## src/rtl/hash_result_scheduler.sv

```systemverilog
// Hash result scheduler: round-robin readout of 4-byte nonces from a set of
// hash macros into a small result FIFO for a downstream consumer.
module hash_result_scheduler #(
  parameter int         NUMBER_OF_MACROS = 4,
  parameter logic [5:0] RESULT_BASE      = 6'h20,
  parameter int         RESULT_BYTES     = 4,
  parameter int         FIFO_DEPTH       = 4
) (
  input  logic                        M1_CLK,
  input  logic                        RST_N,
  input  logic                        HASH_EN,
  input  logic [NUMBER_OF_MACROS-1:0] DATA_AVAILABLE,
  output logic [NUMBER_OF_MACROS-1:0] MACRO_RD_SELECT,
  output logic [5:0]                  HASH_ADDR,
  input  logic [7:0]                  DATA_FROM_HASH,
  input  logic                        POP,
  output logic                        RESULT_VALID,
  output logic [2:0]                  RESULT_MACRO,
  output logic [31:0]                 RESULT_NONCE,
  output logic [2:0]                  FIFO_COUNT
);

  typedef enum logic [1:0] {IDLE, READ, PUSH, HOLDOFF} state_t;

  localparam int                        PTR_W     = $clog2(FIFO_DEPTH);
  localparam logic [2:0]                DEPTH_L   = 3'(FIFO_DEPTH);
  localparam logic [2:0]                READ_LAST = 3'(RESULT_BYTES);
  localparam logic [2:0]                HOLD_LAST = 3'd1;
  localparam logic [NUMBER_OF_MACROS-1:0] ONE     = NUMBER_OF_MACROS'(1);

  state_t                      state_q, next_state;
  logic [2:0]                  cnt_q;
  logic [2:0]                  grant_q;
  logic [2:0]                  last_grant_q;
  logic [NUMBER_OF_MACROS-1:0] mask_q;
  logic [31:0]                 nonce_q;

  logic [7:0]                  eligible;
  logic                        arb_found;
  logic [2:0]                  arb_idx;
  logic                        launch;
  logic [2:0]                  addr_idx;

  logic [31:0]                 fifo_nonce [FIFO_DEPTH];
  logic [2:0]                  fifo_macro [FIFO_DEPTH];
  logic [PTR_W-1:0]            wr_ptr_q, rd_ptr_q;
  logic [2:0]                  count_q;
  logic                        push, pop_ok;

  // Round-robin search for the first unmasked pending macro after last_grant.
  always_comb begin
    // NOTE: every signal driven here gets a default first so no path can
    // leave it unassigned and infer a latch.
    eligible  = '0;
    arb_found = 1'b0;
    arb_idx   = '0;
    eligible[NUMBER_OF_MACROS-1:0] = DATA_AVAILABLE & ~mask_q;
    for (int i = 0; i < NUMBER_OF_MACROS; i++) begin
      logic [2:0] cand;
      cand = 3'((int'(last_grant_q) + 1 + i) % NUMBER_OF_MACROS);
      if (!arb_found && eligible[cand]) begin
        arb_found = 1'b1;
        arb_idx   = cand;
      end
    end
  end

  // Next-state logic and macro read interface decode.
  always_comb begin
    next_state      = state_q;
    MACRO_RD_SELECT = '0;
    HASH_ADDR       = '0;
    addr_idx        = '0;
    case (state_q)
      IDLE: begin
        if (HASH_EN && (count_q < DEPTH_L) && arb_found) next_state = READ;
      end
      READ: begin
        // The last READ cycle only collects the final byte; the address holds.
        addr_idx        = (cnt_q == READ_LAST) ? READ_LAST - 3'd1 : cnt_q;
        MACRO_RD_SELECT = ONE << grant_q;
        HASH_ADDR       = RESULT_BASE + {3'b000, addr_idx};
        if (cnt_q == READ_LAST) next_state = PUSH;
      end
      PUSH: begin
        next_state = HOLDOFF;
      end
      HOLDOFF: begin
        if (cnt_q == HOLD_LAST) next_state = IDLE;
      end
      default: next_state = IDLE;
    endcase
  end

  assign launch = (state_q == IDLE) && (next_state == READ);

  // FSM state, phase counter, arbitration history and nonce capture.
  always_ff @(posedge M1_CLK) begin
    // NOTE: sequential state uses non-blocking assignments so every register
    // samples pre-edge values regardless of statement order.
    if (!RST_N) begin
      state_q      <= IDLE;
      cnt_q        <= '0;
      grant_q      <= '0;
      last_grant_q <= 3'(NUMBER_OF_MACROS - 1);
      mask_q       <= '0;
      nonce_q      <= '0;
    end else begin
      state_q <= next_state;
      cnt_q   <= (next_state != state_q || state_q == IDLE) ? 3'd0 : cnt_q + 3'd1;
      if (launch) begin
        grant_q      <= arb_idx;
        last_grant_q <= arb_idx;
        mask_q       <= mask_q | (ONE << arb_idx);
      end
      // The granted macro stays masked until its clear latency has elapsed.
      if (state_q == HOLDOFF && next_state == IDLE) mask_q <= '0;
      if (state_q == READ) begin
        case (cnt_q)
          3'd1:    nonce_q[7:0]   <= DATA_FROM_HASH;
          3'd2:    nonce_q[15:8]  <= DATA_FROM_HASH;
          3'd3:    nonce_q[23:16] <= DATA_FROM_HASH;
          3'd4:    nonce_q[31:24] <= DATA_FROM_HASH;
          default: ;
        endcase
      end
    end
  end

  assign push   = (state_q == PUSH);
  assign pop_ok = POP && (count_q != 3'd0);

  // FIFO storage; written only in PUSH, which the IDLE gate keeps off a full FIFO.
  always_ff @(posedge M1_CLK) begin
    // NOTE: storage is not reset; the head outputs are gated by the occupancy
    // count, so stale contents are never visible.
    if (push) begin
      fifo_nonce[wr_ptr_q] <= nonce_q;
      fifo_macro[wr_ptr_q] <= grant_q;
    end
  end

  // FIFO pointers and occupancy; pointers wrap naturally at the power-of-2 depth.
  always_ff @(posedge M1_CLK) begin
    if (!RST_N) begin
      wr_ptr_q <= '0;
      rd_ptr_q <= '0;
      count_q  <= '0;
    end else begin
      if (push)   wr_ptr_q <= wr_ptr_q + PTR_W'(1);
      if (pop_ok) rd_ptr_q <= rd_ptr_q + PTR_W'(1);
      case ({push, pop_ok})
        2'b10:   count_q <= count_q + 3'd1;
        2'b01:   count_q <= count_q - 3'd1;
        default: count_q <= count_q;
      endcase
    end
  end

  assign RESULT_VALID = (count_q != 3'd0);
  assign RESULT_MACRO = RESULT_VALID ? fifo_macro[rd_ptr_q] : 3'd0;
  assign RESULT_NONCE = RESULT_VALID ? fifo_nonce[rd_ptr_q] : 32'd0;
  assign FIFO_COUNT   = count_q;

endmodule

```

## config.mk

```make
export PLATFORM = sky130hd
export DESIGN_NAME = hash_result_scheduler
export DESIGN_NICKNAME = d
export VERILOG_FILES = /design/src/rtl/hash_result_scheduler.sv
export SDC_FILE = /design/constraint.sdc
export NUM_CORES = 1
export LEC_CHECK = 0
export CORE_AREA = 4 4 123 125
export CTS_BUF_LIST = sky130_fd_sc_hd__clkbuf_4 sky130_fd_sc_hd__clkbuf_8 sky130_fd_sc_hd__clkbuf_16
export CTS_CLUSTER_DIAMETER = 80
export DETAILED_ROUTE_END_ITERATION = 8
export DIE_AREA = 0 0 127 129
export PLACE_DENSITY = 0.75
export SYNTH_ARGS = -nofsm -noshare
export SYNTH_HDL_FRONTEND = slang
export SYNTH_SLANG_ARGS = --single-unit
export TNS_END_PERCENT = 50
```

## constraint.sdc

```tcl
create_clock -name M1_CLK -period 3.25 [get_ports M1_CLK]
set_input_delay 0.65 -clock M1_CLK [delete_from_list [all_inputs] [get_ports M1_CLK]]
set_output_delay 0.65 -clock M1_CLK [all_outputs]
set_load 0.005 [all_outputs]
```

==> results of run 1 <==
==> worst max-delay path: stages, from the launching register on <==
cell and delay (ps):
dfxtp_1 470, nand2b_1 170, inv_2 300, nand3_2 270
o21ai_0 160, clkdlybuf4s50_1 550
==> layer usage <==
metal	routed length [um]	share of wire [%]
met5	0	0
met4	235	1.6
met3	686	4.7
met2	7680	53
met1	6010	41
==> area by class of cell <==
type	instances	area share, %
inverter	12	0.500
clock inverter	5	0.653
multi-input combinational	269	24.5
timing repair buffer	73	7.92
clock buffer	27	6.61
tap	180	2.50
sequential	190	57.3
==> state kept, by name, summed over array words and instances, names as in the netlist, named ones only <==
signal	count
mask_q	4
nonce_q	32
state_q	2
fifo_macro	8
wr_ptr_q	2
FIFO_COUNT	3
fifo_nonce	128
cnt_q	3
last_grant_q	2
grant_q	2
rd_ptr_q	2
==> cell usage after synthesis (3+ instances only) <==
cell type  instances
xnor2_1            4
nor2_1             7
o211ai_1           3
nor2b_1            7
and3_1             4
and2_1            45
buf_4              6
nand2b_1           3
edfxtp_1         136
buf_2              7
ha_1              10
inv_1             11
a21boi_0          15
nand2_1           65
a21oi_1            5
dfxtp_1           54
clkbuf_1          13
nand3_1           14
a21boi_1          22
mux4_2            34
o21ai_0            6
==> cell usage in the layout (no fill, tap or decap), drive strengths merged, types with 12 or more instances in the layout <==
cell type,n
nand2,65
buf,12
clkbuf,27
and2,46
nand3,14
inv,14
dfxtp,54
a21boi,37
edfxtp,136
mux4,34
clkdlybuf4s50,61
==> cells by family after synthesis <==
group                    share of synthesized area, %
AO/OA/AOI/OAI                                    5.91
buffers and inverters                            2.36
XOR/XNOR                                        0.581
other                                          0.0498
adder cells (fa/ha/maj)                          1.93
AND/OR/NAND/NOR                                  10.5
multiplexers                                     10.2
flip-flops                                       68.5
==> power by group through the flow <==
| stage | Sequential, W | Combinational [W] | Clock, W |
|---|---|---|---|
| final | 0.00260 | 0.000137 | 0.00219 |
| after global routing | 0.00261 | 0.000150 | 0.00233 |
| after CTS | 0.00260 | 0.000135 | 0.00222 |
| after detailed placement | 0.00266 | 0.000134 | 0 |
| after global placement | 0.00265 | 0.000129 | 0 |
| after floorplan | 0.00265 | 0.0000818 | 0 |
==> worst max path at each step <==
stage,start,endpoint,slack [ps]
after floorplan,FIFO_COUNT[2],FIFO_COUNT[2],1120
after global placement,state_q[0],HASH_ADDR[1],690
after detailed placement,state_q[0],HASH_ADDR[1],590
after CTS,state_q[0],HASH_ADDR[1],120
after global routing,state_q[0],HASH_ADDR[1],60
final,state_q[0],HASH_ADDR[0],250
==> per-stage QoR <==
stage	instances	hold slack [ps]	utilization (%)	setup WS, ps
floorplan	498	433	-	1120
detailed placement	724	469	60.1	586
global route	756	508	64.9	61.3
finish	756	487	64.9	246
global placement	724	443	60.1	693
CTS	756	477	64.9	116
==> reports/qor.txt, run 1 <==
Worst slew pin tran: 874 ps
Setup Fix Bufs, Post-CTS: 0
Rows: 43
Drt pass-1 iters: 5
Max-slew violation count: 0
Syn Inst Count: 496
Area delta synth->final: 19.6%
First-pass GRT wire length: 23.6 mm
Worst Path Max Fanout: 19
CTS Buf Count: 17
Initial antenna violation count: 0
Sequential power share: 52.8%
PD cells: 548 mW/mm2
Post-synth EDFFs: 136
Die area: 0.0164 mm2
Reg-to-reg startpoint: FIFO_COUNT[2]
CTS H-tree lvls: 4
Worst hold path type: flop to flop
HPWL after detailed placement: 9.47 mm
Layer with the highest usage: met2
Chip Height: 129 um
Cts repair resizes: 0
FF-to-FF End: FIFO_COUNT[2]
Via count: 4225
Worst IR Drop VDD: 0.000298 V
Clock sinks: 190
Post-DR vias/cell: 5.59
R2r worst-path depth: 9
Final min period: 3000 ps
Register area share after synthesis: 68.5%
Clk_lat worst skew: 430 ps
Max Fclk: 333 MHz
# port buffers: 61
CTS Buffer Depth: 2
Max-slew headroom: 41.7%
Final TNS setup: 0 ps
Part of the power in the clock network: 44.4%
Outcome: complete, no violations
#FFs+latches synth: 190
GR Util met3: 5.31%
Dominant synthesized flop cell: edfxtp_1
Post-synth top area share: 54.2%
Worst setup EP type: output pin
CTS tree: built
Post-DP Area: 0.00835 mm2
Largest net degree at the start of global routing: 37
Netlist cell types: 42
Max_cap viols: 0
Fill count: 973
Cell Int Power: 0.00399 W
Power share of the combinational group: 2.8%
Drt total wl: 14.6 mm
Remaining antenna violation count: 0
Core footprint: 0.0139 mm2
Element type at the critical path start: flop
Final Hold Viols: 0
# diodes: 0
RSZ-0062 raised after global routing: no
GR Overflow Total: 0
Hold path startpoint: mask_q[1]
Req. time, crit path: 2600 ps
DRC errors left: 0
Routability cong.: 0.828
Hold Crit Depth: 2
Net count, final: 590
Setup CP Type: flop to output pin
Final setup viols: 0
Syn Std Cell Area: 0.00753 mm2
Vias in the first global route: 4459
Met1 Use GR: 24.1%
Ports: 65
Die W: 127 um
Clock transition at path regs: 60 ps
Synth area leaders: edfxtp_1 54%, dfxtp_1 14%, mux4_2 10%, and2_1 3.7%, nand2_1 3.2%
Synth area leader: edfxtp_1
Sw frac: 19.2%
Root Driver: clkbuf_16
Hold_buf cts: 0
Yosys warning total: 0
Fin crit share: 92.4%
FF/Latch Area: 0.00517 mm2
Reg2reg setup slack: 880 ps
Routed length per placed instance: 19.3 um
Multi-input logic area: 0.00220 mm2
M2 GR Usage: 32.4%
Switching power: 0.000947 W
Leak: 2.97 nW
Initial DRC Count: 351
CP Data Arrival Time: 2350 ps
Max Clock Skew: 11.7 ps
Ys async rst share: 0%
Initial Util: 54.3%
WHS Endpoint: mask_q[1]
Layout cells sized above 1: 14.6%
Post-Syn Area per Cell: 15.2 um2
Final Instance Area: 0.00901 mm2
Total GRT Usage: 19.1%
Overall power: 0.00493 W
Note: power is estimated with default switching activity, not from simulation.
==> run 2, diff against run 1 <==
Settings changed: CORE_AREA 4 4 123 125 to 4 4 144 146, DIE_AREA 0 0 127 129 to 0 0 148 150, PLACE_DENSITY 0.75 to default.
==> reports/qor.txt, run 2 (synthesis gave the netlist of run 1 again) <==
Largest regs: fifo_nonce x128, nonce_q x32, fifo_macro x8
Clock sinks: 190
Final min period: 2970 ps
Worst hold path type: flop to flop
Routed length per placed instance: 17.9 um
Crit-path max cell delay: 560 ps
CTS H-tree lvls: 4
Element type at the critical path start: flop
Final Non-Filler Cells: 841
Max reg flops: 128
Power share of the combinational group: 2.9%
Initial DRC Count: 246
Layout cells sized above 1: 14.2%
Worst slew pin tran: 562 ps
Fin crit share: 91.4%
Chip Height: 150 um
Worst IR Drop VDD: 0.000340 V
# diodes: 0
Die W: 148 um
# port buffers: 61
Req. time, crit path: 2600 ps
CP delay by family, top: buffers and inverters
Most common cell after layout, fill and taps aside: edfxtp_1
Clk_lat worst skew: 420 ps
Largest Register: fifo_nonce
First-pass GRT wire length: 23.9 mm
Max-slew headroom: 62.5%
Cts repair resizes: 0
Setup CP Type: flop to output pin
Total GRT Usage: 14.1%
PD cells: 541 mW/mm2
Routability cong.: 0.789
Net count, final: 590
Worst setup EP type: output pin
Most frequent cells in the layout: 136 x edfxtp_1, 65 x nand2_1, 61 x clkdlybuf4s50_1
Worst path cell trace: buf_4 > mux4_2 > and2_1 > clkdlybuf4s50_1
Final setup viols: 0
Hold_buf cts: 0
CTS tree: built
Root Driver: clkbuf_16
Final Hold Viols: 0
Setup Fix Bufs, Post-CTS: 0
Vias in the first global route: 4294
CTS Buffer Depth: 2
Ports: 65
Placed insts: 809
Via count: 4113
DRC errors left: 0
Drt total wl: 15.0 mm
Fill count: 1693
CP Buf/Inv Count: 2
Post-DR vias/cell: 4.89
Initial antenna violation count: 0
Part of the power in the clock network: 44.2%
Remaining antenna violation count: 0
Largest net degree at the start of global routing: 38
Max-slew violation count: 0
Critical Path Slowest Stage Cell: mux4_2
Max Fclk: 337 MHz
Outcome: complete, no violations
Die area: 0.0222 mm2
Leak: 2.96 nW
RSZ-0062 raised after global routing: no
Initial Util: 38.8%
CP Data Arrival Time: 2320 ps
CTS Buf Count: 17
Max_cap viols: 0
Area delta synth->final: 20.7%
Final TNS setup: 0 ps
Core footprint: 0.0194 mm2
Sw frac: 19.0%
HPWL after detailed placement: 9.50 mm
Switching power: 0.000935 W
Sequential power share: 52.9%
Rows: 51
Drt pass-1 iters: 4
Cell Int Power: 0.00399 W
Worst Path Max Fanout: 20
Max Clock Skew: 7.25 ps
Clock transition at path regs: 60 ps
GR Overflow Total: 0
-- run 2: cell count changes in the layout (fill, tap and decap cells not counted) --
cell	previous run	this run
buf_12	1	0
buf_4	11	12
clkinv_1	0	1
clkinv_2	1	0
clkinvlp_4	0	1
inv_4	1	0
nand3_1	13	14
nand3_2	1	0
-- run 2: per-stage QoR --
stage               hold WS, ps  total power [W]  util (%)  setup WS [ps]  area, um2
floorplan                   433          0.00273         -           1120       7540
global placement            445          0.00279      43.5            641       8440
detailed placement          452          0.00280      43.5            571       8440
CTS                         466          0.00496      46.9            210       9100
global route                498          0.00508      46.9           97.9       9100
finish                      459          0.00492      46.9            279       9100
-- run 2: final timing paths --
check	from	endpoint	slack, ps	cells after the start
setup / recovery	flop	RESULT_NONCE[30]	280	4
hold / removal	cnt_q[0]	cnt_q[0]	460	1
setup reg to reg	FIFO_COUNT[2]	FIFO_COUNT[2]	800	9
hold reg to reg	cnt_q[0]	cnt_q[0]	460	1
-- run 2: final cells by class --
class                   count  area, um2  share of cell area, %
flip-flops and latches    190       5170                   56.8
multi-input cells         269       2200                   24.2
repair buffers             73        701                   7.70
clock buffers              27        596                   6.55
well taps                 265        332                   3.64
clock inverters             5       58.8                  0.646
inverters                  12       45.0                  0.495
-- run 2: power groups by stage --
| stage | logic, W | clock network, W | registers [W] |
|---|---|---|---|
| 6_report | 0.000142 | 0.00218 | 0.00260 |
| 5_1_grt | 0.000153 | 0.00233 | 0.00261 |
| 4_1_cts | 0.000141 | 0.00221 | 0.00260 |
| 3_5_place_dp | 0.000140 | 0 | 0.00266 |
| 3_3_place_gp | 0.000136 | 0 | 0.00265 |
| 2_1_floorplan | 0.0000818 | 0 | 0.00265 |
-- run 2: metal layers --
metal | global-route usage [%] | routed length (um)
met1 | 18.6 | 6890
met2 | 23.2 | 7370
met3 | 3.91 | 627
met4 | 3.79 | 142
met5 | 0 | 0
==> run 3, diff against run 2 <==
Settings changed: GPL_TIMING_DRIVEN from default to 0, PLACE_DENSITY from default to 0.59.
==> reports/qor.txt, run 3 (synthesis gave the netlist of run 1 again) <==
Final setup viols: 0
Placed insts: 828
CP delay by family, top: buffers and inverters
GR Overflow Total: 0
Die W: 148 um
Largest net degree at the start of global routing: 29
Clock sinks: 190
Remaining antenna violation count: 0
Crit-path max cell delay: 540 ps
Most common cell after layout, fill and taps aside: edfxtp_1
Max-slew headroom: 66.4%
Most frequent cells in the layout: 136 x edfxtp_1, 65 x nand2_1, 61 x clkdlybuf4s50_1
Worst slew pin tran: 503 ps
Drt total wl: 15.2 mm
Routed length per placed instance: 17.7 um
Root Driver: clkbuf_16
Initial DRC Count: 200
Leak: 2.97 nW
HPWL after detailed placement: 10.4 mm
CTS H-tree lvls: 4
CP Buf/Inv Count: 3
CP Data Arrival Time: 2420 ps
Overall power: 0.00476 W
Clk_lat worst skew: 430 ps
Max reg flops: 128
CTS Buffer Depth: 2
Fin crit share: 94.5%
Worst Path Max Fanout: 10
Critical Path Slowest Stage Cell: mux4_2
CTS tree: built
# port buffers: 61
Area delta synth->final: 21.6%
Ports: 65
Element type at the critical path start: flop
Worst hold path type: flop to flop
Initial Util: 38.8%
Net count, final: 608
Die area: 0.0222 mm2
Drt pass-1 iters: 4
Final Hold Viols: 0
Worst IR Drop VDD: 0.000368 V
Via count: 4192
Setup CP Type: flop to output pin
Initial antenna violation count: 0
Total GRT Usage: 14.4%
Max Clock Skew: 14.9 ps
Reg-to-reg startpoint: FIFO_COUNT[2]
Final min period: 3070 ps
Core footprint: 0.0194 mm2
Worst path cell trace: buf_2 > buf_4 > mux4_2 > and2_1 > clkdlybuf4s50_1
RSZ-0062 raised after global routing: no
Outcome: complete, no violations
Max Fclk: 326 MHz
Rows: 51
Final TNS setup: 0 ps
Chip Height: 150 um
Routability cong.: 0.800
Final Non-Filler Cells: 859
Largest regs: fifo_nonce x128, nonce_q x32, fifo_macro x8
Setup Fix Bufs, Post-CTS: 0
# diodes: 0
Worst setup EP type: output pin
First-pass GRT wire length: 24.1 mm
DRC errors left: 0
Max_cap viols: 0
CTS Buf Count: 17
PD cells: 519 mW/mm2
Post-DR vias/cell: 4.88
Max-slew violation count: 0
Req. time, crit path: 2600 ps
Largest Register: fifo_nonce
Clock transition at path regs: 70 ps
Layout cells sized above 1: 15.7%
Hold path startpoint: mask_q[2]
Vias in the first global route: 4407
Layout Utilization: 47.2%
## run 3: repair_timing
| item | CTS | global route |
|---|---|---|
| hold buffers | 0 | 0 |
| resized for setup | 1 | 6 |
| setup endpoints to repair | 17 | 17 |
| pin swaps | 0 | 0 |
## run 3: per-stage QoR
step / setup slack [ps] / instance area, um2 / hold slack [ps]
3_5_place_dp: 403 / 8570 / 471
2_1_floorplan: 1120 / 7540 / 433
5_1_grt: 6.18 / 9160 / 507
4_1_cts: 11.1 / 9150 / 487
3_3_place_gp: 409 / 8480 / 448
6_report: 178 / 9160 / 482
## run 3: final timing paths
path,end,slack (ps),cells past startpoint
worst max-delay path,RESULT_NONCE[15],180,5
worst min-delay path,mask_q[2],480,1
worst max register to register,FIFO_COUNT[2],1030,8
worst min register to register,mask_q[2],480,1
## run 3: routing by layer
metal / GRT usage [%] / vias up / part of all wire (%)
met5: 0 / - / 0
li1: - / 2000 / -
met3: 3.18 / 18 / 3.9
met4: 4.80 / 0 / 1.4
met2: 25.2 / 81 / 52
met1: 17.9 / 2093 / 43
## run 3: cell type report
type	count	area, um2
flip-flops and latches	190	5160
repair buffers	65	691
fillers	1736	10200
clock inverters	14	145
inverters	12	45.0
clock buffers	18	439
well taps	265	332
multi-input cells	269	2210
plain buffers	26	136
## run 3: power breakdown
group,switching (W),total (W),leakage (nW),internal (W)
clock network,0.000858,0.00201,0.269,0.00115
logic,0.0000809,0.000145,1.01,0.0000638
registers,0.0000212,0.00260,1.70,0.00258
